==> config.mk <==
export PLATFORM = sky130hd
export DESIGN_NAME = gpio_p2s
export DESIGN_NICKNAME = d
export VERILOG_FILES = /design/src/rtl/gpio_p2s.sv
export SDC_FILE = /design/constraint.sdc
export NUM_CORES = 1
export LEC_CHECK = 0
export ABC_AREA = 1
export CAP_MARGIN = 10
export CELL_PAD_IN_SITES_DETAIL_PLACEMENT = 1
export CELL_PAD_IN_SITES_GLOBAL_PLACEMENT = 1
export CORE_UTILIZATION = 42
export DETAILED_ROUTE_END_ITERATION = 10
export DONT_BUFFER_PORTS = 1
export GPL_ROUTABILITY_DRIVEN = 0
export GPL_TIMING_DRIVEN = 0
export PLACE_DENSITY_LB_ADDON = 0.1
export SLEW_MARGIN = 20
export SYNTH_ARGS = -nofsm -noshare
export SYNTH_HDL_FRONTEND = slang
export SYNTH_SLANG_ARGS = --single-unit
==> constraint.sdc <==
create_clock -name clk -period 1.7 [get_ports clk]
set_input_delay 0.085 -clock clk [delete_from_list [all_inputs] [get_ports clk]]
set_output_delay 0.085 -clock clk [all_outputs]
set_load 0.005 [all_outputs]
==> src/rtl/gpio_p2s.sv <==
// GPIO-style LED register with a serial shifter: writes land in {aux, LED, counter_set},
// and each shift sends the inverted LED snapshot out on ledclk/ledsout followed by a latch strobe.
module gpio_p2s #(
    parameter int          LED_BITS     = 16,
    parameter int          CSET_BITS    = 2,
    parameter int          CLK_DIV      = 2,
    parameter logic [31:0] LED_INIT     = 32'h0000_002A,
    parameter int          MSB_FIRST    = 0,
    parameter int          AUTO_REFRESH = 1
) (
    input  logic                 clk,
    input  logic                 rstn,
    input  logic                 EN,
    input  logic [31:0]          P_Data,
    input  logic                 Start,
    output logic [CSET_BITS-1:0] counter_set,
    output logic [LED_BITS-1:0]  LED_out,
    output logic [31:0]          GPIOf0,
    output logic                 ledclk,
    output logic                 ledsout,
    output logic                 ledclrn,
    output logic                 LEDEN,
    output logic                 busy
);

    localparam int AUX_BITS = 32 - LED_BITS - CSET_BITS;
    localparam int BW       = $clog2(LED_BITS + 1);
    localparam int DW       = $clog2(CLK_DIV + 1);

    typedef enum logic [1:0] {
        ST_IDLE  = 2'd0,
        ST_LOAD  = 2'd1,
        ST_SHIFT = 2'd2,
        ST_LATCH = 2'd3
    } state_t;

    state_t                state_q, state_d;
    logic [LED_BITS-1:0]   led_q, led_d;
    logic [CSET_BITS-1:0]  cset_q, cset_d;
    logic [LED_BITS-1:0]   sr_q, sr_d;
    logic [BW-1:0]         bit_q, bit_d;
    logic [DW-1:0]         div_q, div_d;
    logic                  phase_q, phase_d;
    logic                  pending_q, pending_d;
    logic                  ledclk_q, ledclk_d;
    logic                  ledsout_q, ledsout_d;
    logic                  ledclrn_q, ledclrn_d;
    logic                  leden_q, leden_d;
    logic                  busy_q, busy_d;
    logic [LED_BITS-1:0]   wr_led_s;
    logic                  auto_s;
    logic                  trig_s;

    assign wr_led_s = P_Data[CSET_BITS +: LED_BITS];
    assign auto_s   = (AUTO_REFRESH != 0) && EN && (wr_led_s != led_q);
    assign trig_s   = Start || auto_s;

    // Register-file write path
    always_comb begin
        led_d  = led_q;
        cset_d = cset_q;
        if (EN) begin
            led_d  = wr_led_s;
            cset_d = P_Data[CSET_BITS-1:0];
        end else begin
            led_d  = led_q;
            cset_d = cset_q;
        end
    end

    // Shift sequencer next state: LOAD snapshots the LED, SHIFT walks bits in low/high ledclk phases
    always_comb begin
        state_d   = state_q;
        pending_d = pending_q;
        sr_d      = sr_q;
        bit_d     = bit_q;
        div_d     = div_q;
        phase_d   = phase_q;
        case (state_q)
            ST_IDLE: begin
                if (trig_s || pending_q) begin
                    state_d   = ST_LOAD;
                    pending_d = 1'b0;
                end else begin
                    state_d   = ST_IDLE;
                end
            end
            ST_LOAD: begin
                state_d = ST_SHIFT;
                sr_d    = ~led_q;
                bit_d   = {BW{1'b0}};
                div_d   = {DW{1'b0}};
                phase_d = 1'b0;
                if (trig_s) begin
                    pending_d = 1'b1;
                end else begin
                    pending_d = pending_q;
                end
            end
            ST_SHIFT: begin
                if (trig_s) begin
                    pending_d = 1'b1;
                end else begin
                    pending_d = pending_q;
                end
                if (div_q == DW'(CLK_DIV - 1)) begin
                    div_d = {DW{1'b0}};
                    if (!phase_q) begin
                        phase_d = 1'b1;
                    end else if (bit_q == BW'(LED_BITS - 1)) begin
                        phase_d = 1'b0;
                        state_d = ST_LATCH;
                    end else begin
                        phase_d = 1'b0;
                        bit_d   = bit_q + BW'(1);
                        sr_d    = (MSB_FIRST != 0) ? (sr_q << 1) : (sr_q >> 1);
                    end
                end else begin
                    div_d = div_q + DW'(1);
                end
            end
            ST_LATCH: begin
                // A trigger landing in LATCH itself is kept for the following round
                state_d   = pending_q ? ST_LOAD : ST_IDLE;
                pending_d = trig_s;
            end
            default: begin
                state_d   = ST_IDLE;
                pending_d = 1'b0;
            end
        endcase
    end

    // Output next values, decoded from the next state so the pins are flop outputs
    always_comb begin
        ledclk_d  = 1'b1;
        ledsout_d = 1'b1;
        if (state_d == ST_SHIFT) begin
            ledclk_d  = phase_d;
            ledsout_d = (MSB_FIRST != 0) ? sr_d[LED_BITS-1] : sr_d[0];
        end else begin
            ledclk_d  = 1'b1;
            ledsout_d = 1'b1;
        end
        ledclrn_d = (state_d != ST_LOAD);
        leden_d   = (state_d == ST_LATCH);
        busy_d    = (state_d != ST_IDLE);
    end

    // State and output registers
    always_ff @(posedge clk or negedge rstn) begin
        if (!rstn) begin
            state_q   <= ST_IDLE;
            led_q     <= LED_INIT[LED_BITS-1:0];
            cset_q    <= {CSET_BITS{1'b0}};
            sr_q      <= {LED_BITS{1'b0}};
            bit_q     <= {BW{1'b0}};
            div_q     <= {DW{1'b0}};
            phase_q   <= 1'b0;
            pending_q <= 1'b0;
            ledclk_q  <= 1'b1;
            ledsout_q <= 1'b1;
            ledclrn_q <= 1'b1;
            leden_q   <= 1'b0;
            busy_q    <= 1'b0;
        end else begin
            state_q   <= state_d;
            led_q     <= led_d;
            cset_q    <= cset_d;
            sr_q      <= sr_d;
            bit_q     <= bit_d;
            div_q     <= div_d;
            phase_q   <= phase_d;
            pending_q <= pending_d;
            ledclk_q  <= ledclk_d;
            ledsout_q <= ledsout_d;
            ledclrn_q <= ledclrn_d;
            leden_q   <= leden_d;
            busy_q    <= busy_d;
        end
    end

    generate
        if (AUX_BITS > 0) begin : g_aux
            logic [AUX_BITS-1:0] aux_q, aux_d;

            // Upper spare bits of the write word
            always_comb begin
                aux_d = aux_q;
                if (EN) begin
                    aux_d = P_Data[31 -: AUX_BITS];
                end else begin
                    aux_d = aux_q;
                end
            end

            // Spare-bit register
            always_ff @(posedge clk or negedge rstn) begin
                if (!rstn) begin
                    aux_q <= {AUX_BITS{1'b0}};
                end else begin
                    aux_q <= aux_d;
                end
            end

            assign GPIOf0 = {aux_q, led_q, cset_q};
        end else begin : g_noaux
            assign GPIOf0 = {led_q, cset_q};
        end
    endgenerate

    assign counter_set = cset_q;
    assign LED_out     = led_q;
    assign ledclk      = ledclk_q;
    assign ledsout     = ledsout_q;
    assign ledclrn     = ledclrn_q;
    assign LEDEN       = leden_q;
    assign busy        = busy_q;

endmodule
==> insert_results.sql, run 1 <==
INSERT INTO impl_metrics (metric_group, metric, value, unit) VALUES
('yosys', 'dominantRegCellSynth', 'sky130_fd_sc_hd__dfrtp_1', ''),
('route', 'route.vias.total', '2565', ''),
('setup_path', 'worst_ep_arrival_time', '1.92', 'ns'),
('setup_path', 'total_buffers_and_inverters_traversed_by_the_critical_path', '4', ''),
('die', 'dieHeight', '88.8', 'um'),
('die', 'io-pin-count', '91', ''),
('yosys', 'synthDominantCellAreaShare', '45.8', '%'),
('clock_tree', 'ctsLongestPathBuffers', '2', ''),
('run', 'max_cap_viol', '0', ''),
('die', 'dieArea', '7890', 'sq um'),
('clock_tree', 'cts_made_buffers', '9', ''),
('setup_path', 'ff2ff_path_depth', '12', ''),
('die', 'coreArea', '7250', 'sq um'),
('timing', 'slew_headroom', '61.2', '%'),
('setup_path', 'critPathSlowestCell', 'sky130_fd_sc_hd__dfrtp_1', ''),
('cells_and_area', 'final_common_cell', 'sky130_fd_sc_hd__nand2_1', ''),
('setup_path', 'critical_path_depth', '12', ''),
('route', 'detail_route.drc_violations', '0', ''),
('setup_path', 'path_class', 'reg -> reg', ''),
('clock_tree', 'worstSkewPairLatency', '0.35', 'ns'),
('min_path', 'hold-path-cell-count', '5', ''),
('pwr', 'power_frac_seq', '41.2', '%'),
('yosys', 'netlist.top_cell.by_area', 'sky130_fd_sc_hd__dfrtp_1', ''),
('timing', 'period_needed', '1.70', 'ns'),
('run_status', 'run_status', 'complete, no violations', ''),
('route', 'drtAntennaViolNets', '0', ''),
('yosys', 'top_cells_by_area_in_the_synthesized_netlist', 'sky130_fd_sc_hd__dfrtp_1 46%, sky130_fd_sc_hd__nand2_1 11%, sky130_fd_sc_hd__inv_1 5.9%', ''),
('placed_design', 'port_buffers', '0', ''),
('route', 'routedWlPerCell', '15.5', 'um'),
('cells_and_area', 'final_nets', '454', ''),
('yosys', 'synth-edff-count', '0', ''),
('clock_tree', 'clk_pin_slew', '0.07', 'ns'),
('route', 'dr.first_iter.drc_count', '95', ''),
('setup_path', 'crit_path_start_kind', 'register', ''),
('timing', 'max_slew.worst_pin.slew', '0.583', 'ns'),
('yosys', 'synth.net_count', '400', ''),
('pwr', 'pwr-share-comb', '37.8', '%'),
('die', 'die_x', '88.8', 'um'),
('min_path', 'hold_class', 'in -> reg', ''),
('timing', 'final-hold-violation-count', '0', ''),
('cells_and_area', 'sequential_cell_area', '1610', 'sq um'),
('setup_path', 'critical_path.max_fanout', '9', ''),
('timing', 'timing.setup.tns', '0', 'ns'),
('yosys', 'post_synth_instance_area', '3170', 'sq um'),
('die', 'initial_core_utilization', '43.7', '%'),
('placed_design', 'post-dp-hpwl', '4970', 'um'),
('cells_and_area', 'diodes', '0', ''),
('global_route', 'grt_util_all_layers', '21.1', '%'),
('setup_path', 'timing.critical_path.to_type', 'register', ''),
('cells_and_area', 'syn2layout_area_growth', '25.8', '%'),
('yosys', 'synth_register_bits', '64', ''),
('cells_and_area', 'multi_input_comb_area', '1230', 'sq um'),
('setup_path', 'timing.critical_path.cells', 'ha_2 -> inv_2 -> nor3_2 -> ha_2 -> inv_2 -> nand2_4 -> nor2_8 -> nor2_4 -> buf_8 -> buf_4 -> nand2_1 -> o21ai_0', ''),
('pwr', 'irDropWorstVdd', '759', 'uV'),
('cells_and_area', 'final_cell_area', '3990', 'sq um'),
('global_route', 'grt_first_pass_wirelength', '12300', 'um'),
('pwr', 'power_density', '1340', 'nW/um^2'),
('clock_tree', 'clkSinkCount', '64', ''),
('route', 'route.final.wire_length', '7990', 'um'),
('route', 'firstDrtPassIters', '4', ''),
('pwr', 'clock_power_share', '20.9', '%'),
('yosys', 'yosysWarningCount', '0', ''),
('yosys', 'post_synth.cell_area_avg', '8.87', 'sq um'),
('setup_path', 'critPathTopFamily', 'buffers and inverters', ''),
('pwr', 'switchingPower', '2.00', 'mW'),
('clock_tree', 'cts_root_buf', 'sky130_fd_sc_hd__clkbuf_8', ''),
('timing', 'slew_violations', '0', ''),
('timing', 'final.setup_skew', '0.0117', 'ns'),
('setup_path', 'critical-path-max-stage-delay', '0.39', 'ns'),
('pwr', 'swShare', '37.4', '%'),
('die', 'core.rowCount', '31', '');
==> per-layer routing <==
metal  vias to the layer above  global-route usage (%)  wire (um)
li1                       1220                       -          -
met1                      1266                    25.7       3370
met2                        68                    36.6       4180
met3                        11                    4.38        320
met4                         0                    8.65        114
met5                         -                       0          0
==> per-stage QoR <==
| step | setup slack, ns | instances | power (mW) | utilization [%] |
|---|---|---|---|---|
| 4_1_cts | 0.00507 | 514 | 5.18 | 53.8 |
| 2_1_floorplan | 0.0195 | 357 | 3.39 | - |
| 3_3_place_gp | -0.176 | 456 | 3.73 | 45.5 |
| 5_1_grt | -0.112 | 515 | 5.74 | 54.9 |
| 6_report | 0.000513 | 515 | 5.34 | 54.9 |
| 3_5_place_dp | -0.166 | 456 | 3.79 | 45.5 |
==> flip-flops by register name (all words and copies together) (netlist names) <==
register and cells:
LEDEN 1, LED_out 16, bit_q 5, busy 1
counter_set 2, div_q 2, g_aux.aux_q 14, ledclk 1
ledclrn 1, ledsout 1, pending_q 1, phase_q 1
sr_q 16, state_q 2
==> final timing paths <==
kind	from	endpoint	slack (ns)
min reg2reg	sr_q[9]	sr_q[9]	0.48
max in group asynchronous	rstn	LED_out[3]	1.08
min in group asynchronous	rstn	sr_q[7]	0.27
max	bit_q[1]	sr_q[3]	0.0005
min	Start	pending_q	0.02
max reg2reg	bit_q[1]	sr_q[3]	0.0005
==> cells by family (layout without fill, tap and decap cells) <==
kind of cell,count (synthesis),in the layout,synth area share [%]
AO/OA/AOI/OAI,60,60,11.1
buffers and inverters,82,141,12.4
adder cells (fa/ha/maj),7,7,2.77
multiplexers,17,17,6.01
AND/OR/NAND/NOR,127,127,16.9
flip-flops,64,64,50.8
==> layout make-up <==
class	instances	share of cell area, %
clock inverter	5	0.848
sequential	64	40.4
clock buffer	11	3.30
tap	99	3.11
inverter	54	5.09
multi-input combinational	211	30.8
buffer	28	5.21
timing repair buffer	43	11.2
==> power by group through the flow <==
| stage | Combinational (mW) | Clock (mW) | Sequential (mW) |
|---|---|---|---|
| final | 2.02 | 1.12 | 2.20 |
| after global routing | 2.28 | 1.21 | 2.25 |
| after CTS | 1.82 | 1.16 | 2.19 |
| after detailed placement | 1.57 | 0 | 2.22 |
| after global placement | 1.52 | 0 | 2.22 |
| after floorplan | 1.24 | 0 | 2.16 |
==> what timing repair did <==
item                                    in CTS  in global routing
endpoints found under the setup margin      19                 27
hold buffers                                34                  0
pin swaps                                    3                  4
endpoints found under the hold margin       96                  0
cloned                                       1                  1
gates resized for setup                      7                 20
setup buffers                                7                  0
==> cells in the mapped netlist (2+ instances only) <==
cell type and number:
sky130_fd_sc_hd__nand2_1 95, sky130_fd_sc_hd__dfrtp_1 58, sky130_fd_sc_hd__inv_1 50, sky130_fd_sc_hd__o21ai_0 24, sky130_fd_sc_hd__buf_4 18, sky130_fd_sc_hd__nor2_1 18, sky130_fd_sc_hd__mux2_2 16, sky130_fd_sc_hd__a22oi_1 14
sky130_fd_sc_hd__o21ai_1 10, sky130_fd_sc_hd__ha_1 7, sky130_fd_sc_hd__a21oi_1 6, sky130_fd_sc_hd__dfstp_2 6, sky130_fd_sc_hd__clkbuf_1 4, sky130_fd_sc_hd__inv_2 4, sky130_fd_sc_hd__nand3_1 4, sky130_fd_sc_hd__buf_2 3
sky130_fd_sc_hd__buf_6 2, sky130_fd_sc_hd__nand2_2 2, sky130_fd_sc_hd__nor2_4 2, sky130_fd_sc_hd__nor3_1 2, sky130_fd_sc_hd__o211ai_1 2
==> tightest hold or removal path, cell delays in order <==
cell,delay (ns)
sky130_fd_sc_hd__inv_1,0.03
sky130_fd_sc_hd__nand2_1,0.08
sky130_fd_sc_hd__nor2_1,0.04
sky130_fd_sc_hd__nand2_1,0.05
sky130_fd_sc_hd__nand2_1,0.04
No activity file was read; power rests on OpenSTA's default activity.
==> run 2, diff against run 1 <==
--- a/config.mk
+++ b/config.mk
@@ -9,7 +9,9 @@
 export CAP_MARGIN = 10
 export CELL_PAD_IN_SITES_DETAIL_PLACEMENT = 1
 export CELL_PAD_IN_SITES_GLOBAL_PLACEMENT = 1
-export CORE_UTILIZATION = 42
+export CORE_ASPECT_RATIO = 1.75
+export CORE_MARGIN = 2
+export CORE_UTILIZATION = 45
 export DETAILED_ROUTE_END_ITERATION = 10
 export DONT_BUFFER_PORTS = 1
 export GPL_ROUTABILITY_DRIVEN = 0
==> constraint.sdc (replaced) <==
create_clock -name clk -period 2.1 [get_ports clk]
set_input_delay 0.105 -clock clk [delete_from_list [all_inputs] [get_ports clk]]
set_output_delay 0.105 -clock clk [all_outputs]
set_load 0.005 [all_outputs]
==> insert_results.sql, run 2 (synthesis results as in run 1) <==
INSERT INTO impl_metrics (metric_group, metric, value, unit) VALUES
('run_status', 'run_status', 'complete, no violations', ''),
('run', 'max_cap_viol', '0', ''),
('die', 'core.rowCount', '40', ''),
('cells_and_area', 'multi_input_comb_area', '1170', 'sq um'),
('cells_and_area', 'final_nets', '445', ''),
('die', 'initial_core_utilization', '46.2', '%'),
('timing', 'setup_repair_after_global_routing_missed_its_margin', 'false', ''),
('pwr', 'power.static_leakage', '1.95', 'nW'),
('route', 'route.vias.total', '2539', ''),
('route', 'routedWlPerCell', '17.9', 'um'),
('route', 'route.final.wire_length', '8770', 'um'),
('pwr', 'pwr-share-comb', '27.9', '%'),
('cells_and_area', 'diodes', '0', ''),
('die', 'die_x', '67.4', 'um'),
('pwr', 'clock_power_share', '35.0', '%'),
('route', 'via_per_inst', '5.17', ''),
('global_route', 'grt_pass1_vias', '2842', ''),
('clock_tree', 'post-cts-setup-buffer-count', '0', ''),
('route', 'firstDrtPassIters', '4', ''),
('timing', 'max_slew.worst_pin.slew', '0.574', 'ns'),
('min_path', 'hold_class', 'in -> reg', ''),
('pwr', 'power_density', '1220', 'nW/um^2'),
('clock_tree', 'worstSkewPairLatency', '0.33', 'ns'),
('cells_and_area', 'final_common_cell', 'sky130_fd_sc_hd__nand2_1', ''),
('placed_design', 'port_buffers', '0', ''),
('route', 'drtAntennaViolNets', '0', ''),
('cells_and_area', 'syn2layout_area_growth', '25.6', '%'),
('cells_and_area', 'final_cell_area', '3980', 'sq um'),
('timing', 'slew_violations', '0', ''),
('global_route', 'grt_start_max_net_pins', '65', ''),
('clock_tree', 'cts-htree-levels', '3', ''),
('die', 'io-pin-count', '91', ''),
('placed_design', 'post_dp_cell_area', '3270', 'sq um'),
('cells_and_area', 'num-fill-cells', '777', ''),
('pwr', 'irDropWorstVdd', '861', 'uV'),
('timing', 'period_needed', '1.93', 'ns'),
('die', 'coreArea', '6860', 'sq um'),
('setup_path', 'worst_ep_arrival_time', '2.14', 'ns'),
('pwr', 'power_frac_seq', '37.1', '%'),
('pwr', 'internal_power', '3.25', 'mW'),
('route', 'dr.first_iter.drc_count', '128', ''),
('pwr', 'switchingPower', '1.61', 'mW'),
('clock_tree', 'ctsLongestPathBuffers', '2', ''),
('pwr', 'swShare', '33.1', '%'),
('cells_and_area', 'drive_gt1_share', '18.4', '%'),
('timing', 'fin_hold_ws', '0.120', 'ns'),
('global_route', 'grt_antenna_before_repair', '0', ''),
('die', 'dieHeight', '115', 'um'),
('clock_tree', 'cts_root_buf', 'sky130_fd_sc_hd__clkbuf_16', ''),
('setup_path', 'crit_path_start_kind', 'register', ''),
('timing', 'final-hold-violation-count', '0', ''),
('timing', 'timing.setup.tns', '0', 'ns'),
('cells_and_area', 'sequential_cell_area', '1610', 'sq um'),
('global_route', 'grt_first_pass_wirelength', '13700', 'um'),
('setup_path', 'critical_path.max_fanout', '10', ''),
('timing', 'min_period_over_period', '91.7', '%'),
('setup_path', 'timing.critical_path.to_type', 'register', ''),
('clock_tree', 'clkSinkCount', '64', ''),
('clock_tree', 'tritoncts_clock_tree', 'done', ''),
('route', 'detail_route.drc_violations', '0', ''),
('timing', 'achievable-frequency', '0.519', 'GHz'),
('clock_tree', 'cts_made_buffers', '9', ''),
('cells_and_area', 'layout.cells.most_common_list', '95 x sky130_fd_sc_hd__nand2_1, 58 x sky130_fd_sc_hd__dfrtp_1, 50 x sky130_fd_sc_hd__inv_1, 33 x sky130_fd_sc_hd__dlygate4sd3_1, 24 x sky130_fd_sc_hd__o21ai_0', ''),
('setup_path', 'crit_required', '2.32', 'ns'),
('clock_tree', 'clk_pin_slew', '0.06', 'ns'),
('setup_path', 'path_class', 'reg -> reg', ''),
('placed_design', 'post-dp-hpwl', '5440', 'um'),
('timing', 'slew_headroom', '61.8', '%'),
('global_route', 'globalRouteOverflowTotal', '0', ''),
('die', 'dieArea', '7750', 'sq um'),
('global_route', 'grt_util_all_layers', '24.8', '%'),
('timing', 'final-setup-viol-count', '0', ''),
('timing', 'final.setup_skew', '0.00662', 'ns');
-- run 2: critical path: stages, from the launching register on --
cell                       delay [ns]
sky130_fd_sc_hd__dfrtp_1         0.41
sky130_fd_sc_hd__ha_1            0.23
sky130_fd_sc_hd__inv_1           0.08
sky130_fd_sc_hd__nor3_2          0.04
sky130_fd_sc_hd__ha_2            0.18
sky130_fd_sc_hd__inv_1           0.09
sky130_fd_sc_hd__nand2_4         0.08
sky130_fd_sc_hd__nor2_8          0.17
sky130_fd_sc_hd__nor2_4          0.05
sky130_fd_sc_hd__buf_6           0.14
sky130_fd_sc_hd__clkbuf_4        0.19
sky130_fd_sc_hd__nand2_1         0.08
sky130_fd_sc_hd__o21ai_1         0.06
-- run 2: per-stage QoR --
step	total power, mW	setup slack, ns	instances	utilization (%)
5_1_grt	5.16	0.0363	491	58.0
6_report	4.85	0.174	491	58.0
2_1_floorplan	2.74	0.368	357	-
4_1_cts	4.88	0.127	491	57.8
3_3_place_gp	3.03	0.185	441	47.7
3_5_place_dp	3.07	0.169	441	47.7
-- run 2: per-layer routing --
metal  vias up  share of wire [%]  global-route usage (%)
li1       1197                  -                       -
met1      1256                 34                    24.1
met2        72                 59                    47.3
met3        14                3.8                    5.58
met4         0                2.6                    11.4
met5         -                  0                       0
-- run 2: cell type report --
type / count / share of cell area [%]
buffer: 28 / 4.88
clock buffer: 10 / 5.76
clock inverter: 6 / 2.71
inverter: 54 / 5.10
multi-input combinational: 211 / 29.5
sequential: 64 / 40.5
tap: 84 / 2.64
timing repair buffer: 34 / 9.00
-- run 2: worst paths after layout --
path / startpoint / to / slack, ns / depth (start not counted)
worst max-delay path: bit_q[0] / sr_q[7] / 0.17 / 12
min in group asynchronous: rstn / sr_q[8] / 0.30 / 2
worst min register to register: sr_q[15] / sr_q[15] / 0.49 / 2
worst min-delay path: Start / pending_q / 0.12 / 4
worst max register to register: bit_q[0] / sr_q[7] / 0.17 / 12
max in group asynchronous: rstn / LED_out[5] / 1.46 / 2
-- run 2: power groups by stage --
stage          logic [mW]  registers (mW)  clock network [mW]
4_1_cts              1.36            1.80                1.73
2_1_floorplan       0.992            1.75                   0
3_5_place_dp         1.26            1.81                   0
5_1_grt              1.55            1.84                1.78
3_3_place_gp         1.23            1.80                   0
6_report             1.36            1.80                1.70
-- run 2: what timing repair did --
item / in CTS / in global routing
hold endpoints to repair: 96 / 0
endpoints found under the setup margin: 0 / 10
hold buffers: 34 / 0
resized for setup: 0 / 3
